<file path="src/rtl/shift_register_array.sv">
// shift_register_array
// N_CH independent DEPTH-bit shift registers that present stimulus to the
// compressor-under-test as one flattened vector, plus a registered golden
// popcount of that vector for checking the compressor result.
//
// Ports:
//   clk        rising-edge clock
//   rst_n      asynchronous active-low reset
//   clr        synchronous clear of array and fill counter
//   load_en    parallel load of the whole array from load_data
//   load_data  parallel load value, same layout as src_flat
//   shift_en   shift every channel by one bit
//   dir        0: shift toward MSB (new bit at bit 0)
//              1: shift toward LSB (new bit at bit DEPTH-1)
//   src_in     serial input bit per channel (bit c feeds channel c)
//   src_flat   array contents, channel c at [c*DEPTH +: DEPTH]
//   fill_cnt   bits shifted in since clear/reset, saturating at DEPTH
//   full       fill_cnt == DEPTH
//   pop_sum    count of ones in src_flat, one cycle behind the array
//   pop_valid  full, one cycle behind; qualifies pop_sum
module shift_register_array #(
    parameter int N_CH  = 10,
    parameter int DEPTH = 10,
    parameter int SUM_W = $clog2(N_CH*DEPTH+1),
    parameter int CNT_W = $clog2(DEPTH+1)
) (
    input  logic                    clk,
    input  logic                    rst_n,
    input  logic                    clr,
    input  logic                    load_en,
    input  logic [N_CH*DEPTH-1:0]   load_data,
    input  logic                    shift_en,
    input  logic                    dir,
    input  logic [N_CH-1:0]         src_in,
    output logic [N_CH*DEPTH-1:0]   src_flat,
    output logic [CNT_W-1:0]        fill_cnt,
    output logic                    full,
    output logic [SUM_W-1:0]        pop_sum,
    output logic                    pop_valid
);

    localparam int W = N_CH * DEPTH;

    // The shift slices below need at least two bits per channel.
    if (DEPTH < 2 || N_CH < 1) begin : g_bad_param
        $error("shift_register_array: DEPTH must be >= 2 and N_CH >= 1");
    end

    // Count of ones across the whole array; unsigned, cannot overflow SUM_W.
    function automatic logic [SUM_W-1:0] popcount(input logic [W-1:0] v);
        logic [SUM_W-1:0] sum;
        sum = {SUM_W{1'b0}};
        for (int i = 0; i < W; i++) begin
            sum = sum + SUM_W'(v[i]);
        end
        return sum;
    endfunction

    logic [W-1:0]     array_r;
    logic [W-1:0]     array_nxt_s;
    logic [W-1:0]     shifted_s;
    logic [CNT_W-1:0] fill_cnt_r;
    logic [CNT_W-1:0] fill_nxt_s;
    logic             full_s;
    logic [SUM_W-1:0] pop_sum_r;
    logic             pop_valid_r;

    assign full_s = (fill_cnt_r == CNT_W'(DEPTH));

    // Per-channel one-bit shift in the selected direction.
    for (genvar c = 0; c < N_CH; c++) begin : g_ch
        assign shifted_s[c*DEPTH +: DEPTH] = dir
            ? {src_in[c], array_r[c*DEPTH+1 +: DEPTH-1]}
            : {array_r[c*DEPTH +: DEPTH-1], src_in[c]};
    end

    // Next-state selection: clr beats load_en beats shift_en beats hold.
    always_comb begin
        array_nxt_s = array_r;
        fill_nxt_s  = fill_cnt_r;
        if (clr) begin
            array_nxt_s = {W{1'b0}};
            fill_nxt_s  = {CNT_W{1'b0}};
        end else if (load_en) begin
            array_nxt_s = load_data;
            fill_nxt_s  = CNT_W'(DEPTH);
        end else if (shift_en) begin
            array_nxt_s = shifted_s;
            if (full_s) begin
                fill_nxt_s = fill_cnt_r;
            end else begin
                fill_nxt_s = fill_cnt_r + CNT_W'(1);
            end
        end else begin
            array_nxt_s = array_r;
            fill_nxt_s  = fill_cnt_r;
        end
    end

    // Array and fill counter state.
    always_ff @(posedge clk or negedge rst_n) begin
        if (!rst_n) begin
            array_r    <= {W{1'b0}};
            fill_cnt_r <= {CNT_W{1'b0}};
        end else begin
            array_r    <= array_nxt_s;
            fill_cnt_r <= fill_nxt_s;
        end
    end

    // Golden popcount stage: samples the array every edge, ungated, so it
    // trails the array (and a clear) by exactly one cycle.
    always_ff @(posedge clk or negedge rst_n) begin
        if (!rst_n) begin
            pop_sum_r   <= {SUM_W{1'b0}};
            pop_valid_r <= 1'b0;
        end else begin
            pop_sum_r   <= popcount(array_r);
            pop_valid_r <= full_s;
        end
    end

    assign src_flat  = array_r;
    assign fill_cnt  = fill_cnt_r;
    assign full      = full_s;
    assign pop_sum   = pop_sum_r;
    assign pop_valid = pop_valid_r;

endmodule

</file>
<file path="config.mk">
export PLATFORM = sky130hd
export DESIGN_NAME = shift_register_array
export DESIGN_NICKNAME = d
export VERILOG_FILES = /design/src/rtl/shift_register_array.sv
export SDC_FILE = /design/constraint.sdc
export NUM_CORES = 1
export LEC_CHECK = 0
export CAP_MARGIN = 20
export CORE_UTILIZATION = 45
export CTS_BUF_LIST = sky130_fd_sc_hd__clkbuf_16
export CTS_CLUSTER_DIAMETER = 40
export DETAILED_ROUTE_END_ITERATION = 8
export HOLD_SLACK_MARGIN = 0.12
export PLACE_DENSITY = 0.88
export SYNTH_ARGS = -nofsm -noshare
export SYNTH_HDL_FRONTEND = slang
export SYNTH_SLANG_ARGS = --single-unit
export TNS_END_PERCENT = 100
</file>
<file path="constraint.sdc">
create_clock -name clk -period 5.6 [get_ports clk]
set_input_delay 1.12 -clock clk [delete_from_list [all_inputs] [get_ports clk]]
set_output_delay 1.12 -clock clk [all_outputs]
set_load 0.02 [all_outputs]
</file>
==> impl_results.md <==
* Startpoint Class: flip-flop
* Routed wire length at 25.4 mm
* Core Rows at 50
* Fin area at 12100 um2
* Die H at 142 um
* Worst hold start: fill_cnt[2]$_DFFE_PN0P_
* Detailed placer's ending HPWL at 19.0 mm
* Worst Tran Pin Value at 958 ps
* CTS H-Tree Depth at 3
* Cell mode on critical path: fa_1
* Flops & latches, synth at 112
* Synth cell types at 39
* Max_cap viols at 0
* Most common library cells after synthesis: 134 x inv_1, 112 x dfrtp_1, 105 x a21oi_1, 103 x nor2_1
* Syn avg cell area at 10.2 um2
* Antenna violations before repair at 0
* Type of the worst setup path: flip-flop to flip-flop
* Setup TNS at -3830 ps
* Final hold vios at 0
* Top-count cell post-synth: inv_1
* DIE AREA at 20000 um2
* Max stage delay on crit path at 560 ps
* Top delay family on crit path: adder cells
* Async S/R FF share, synth at 100%
* Final setup skew at 7.58 ps
* Buf+Inv Stages, Crit Path at 7
* Syn nets at 1080
* Final nets at 1350
* CTS Buf Count at 9
* CTS Root Cell: clkbuf_16
* Worst slew margin at 36.1%
* Critical Path Fanout Max at 3
* Top Ports at 229
* Pre-CTS worst setup slack at -746 ps
* DRT Pass-1 Iters at 5
* Pins Over Slew Limit at 0
* Total core area at 18900 um2
* Final period util at 113%
* Ys flop type: dfrtp_1
* Status: finished, violations left
* Drt drc at 0
* Routed via count at 7414
* Overflow after GRT at 0
* Slowest cell on crit path: fa_1
* Reg clk slew, reported paths at 70 ps
* Top post-synthesis cells by area: dfrtp_1 32%, fa_1 20%, mux2i_1 11%, a22o_1 10%, a21oi_1 6.0%
* Clock sinks at 112
* Seq/Total Area, Yosys at 32.0%
* Unrepaired setup endpoints after global routing: yes
* Syn. warnings at 0
* Synth Instances at 855
* Area post-placement at 11700 um2
* Synth Cell Area at 8760 um2
* First-pass GRT wire length at 39.8 mm
* Max Clock Freq at 158 MHz
* Crit-path cells: fa_1 > inv_2 > fa_1 > inv_1 > fa_1 > inv_2 > fa_1 > inv_2 > fa_1 > fa_1 > fa_1 > fa_1 > inv_2 > fa_2 > inv_2 > ha_4 > inv_2 > fa_2 > nor2b_4 > o311ai_1 > o211ai_1
* Top-area cell type share of the netlist area at 32.0%
* Vias/cell at 5.33
* CP Capture Type: flip-flop
* Setup crit start: src_flat[43]$_DFFE_PN0P_
* Share of layout cells above drive strength 1 at 12.5%
* Worst skew pair latency at 360 ps
* Area Growth Syn to Fin at 37.8%
* Routed wire per std cell at 18.3 um
* CTS tree: done
* Die Width at 142 um
* Failing checks: negative setup slack
* Yosys top cell by area: dfrtp_1
* Final setup fails at 7
* Critical Path AT at 6560 ps
* Largest net degree at the start of global routing at 120
* Min Tclk post-route at 6340 ps
* Post-layout util at 63.9%
* PortBufs at 228
* Initial Utilization at 46.4%
* Setup ws final at -736 ps
* CTS Hold Bufs at 0
* Hold crit path type: flip-flop to flip-flop
* CTS Buffer Depth at 2
* Worst Path Required at 5820 ps
* RR Startpoint: src_flat[43]$_DFFE_PN0P_
* GRT Overall Usage at 25.9%
* DRT antenna net count at 0
* GP Congestion at 0.883
* EDFF count, synth at 0
* Initial DRC count at 381
* Vias in the first global route at 7425
[final timing paths]
check                                            to  slack [ps]  cells after the start
setup / recovery               pop_sum[6]$_DFF_PN0_        -740                     21
hold / removal              fill_cnt[2]$_DFFE_PN0P_         640                      2
setup reg to reg               pop_sum[6]$_DFF_PN0_        -740                     21
hold reg to reg             fill_cnt[2]$_DFFE_PN0P_         640                      2
max in group asynchronous  src_flat[35]$_DFFE_PN0P_        3450                      2
min in group asynchronous   src_flat[2]$_DFFE_PN0P_         800                      1
[worst min-delay path: cells and delay by family (launching register included)]
kind / cells / cell delay [ps]
DFF: 1 / 400
and+or+nand+nor: 1 / 130
AOI/OAI and AO/OA: 1 / 70
[cells in the final DEF (no fill, tap or decap), drive strengths merged]
master and count:
o211ai 1, a21oi 105, ha 21, nor2 105, clkinvlp 1, nand4 2, a21bo 1, nor2b 3
o311ai 1, buf 89, a211oi 3, nand3b 1, xor2 1, dfrtp 112, o21ai 3, clkdlybuf4s50 225
nand2 2, clkinv 3, a31oi 1, o31a 1, xnor2 2, nand4b 1, a22o 100, a21o 2
nand3 1, nor3b 2, bufinv 1, or2 1, nor3 1, o21a 1, mux2i 100, clkbuf 9
and4 1, diode 1, fa 88, inv 137, and3b 1, or4b 1
[layer usage]
layer,GRT usage (%),vias up,share of wire [%]
li1,-,3425,-
met1,32.8,3615,41
met2,43.8,339,49
met3,6.65,35,8.2
met4,7.36,0,2.0
met5,0,-,0
[cell families after synthesis]
logic type	Yosys count	synth area share, %
compound gates	219	17.2
buf+inv	190	10.2
simple gates	122	5.86
flops	112	32.0
fa+ha+maj	109	23.1
mux	100	11.4
xor+xnor	3	0.300
[metrics by stage]
stage,instances,hold slack (ps)
6_report,1391,636
5_1_grt,1390,679
3_3_place_gp,1368,593
3_5_place_dp,1368,623
4_1_cts,1386,639
2_1_floorplan,855,695
[sequential cells by signal (all words and copies together), names as in the netlist]
register   flops
pop_valid      1
pop_sum        7
src_flat     100
fill_cnt       4
[layout make-up]
| cell class | count | area, um2 |
|---|---|---|
| clock inverter | 7 | 62.6 |
| sequential | 112 | 2820 |
| fill | 1496 | 6820 |
| multi-input combinational | 553 | 5150 |
| timing repair buffer | 314 | 2990 |
| antenna | 1 | 2.50 |
| inverter | 135 | 507 |
| clock buffer | 9 | 225 |
| tap | 260 | 325 |
[repair_timing]
item / in CTS / in global routing
resized for setup: 10 / 6
buffers inserted: 2 / 3
setup endpoints to repair: 7 / 7
pin swaps: 10 / 14
Power is left out: the tool's default activity adds up to more than one toggle a clock period on the data nets, which glitch-free logic cannot reach.
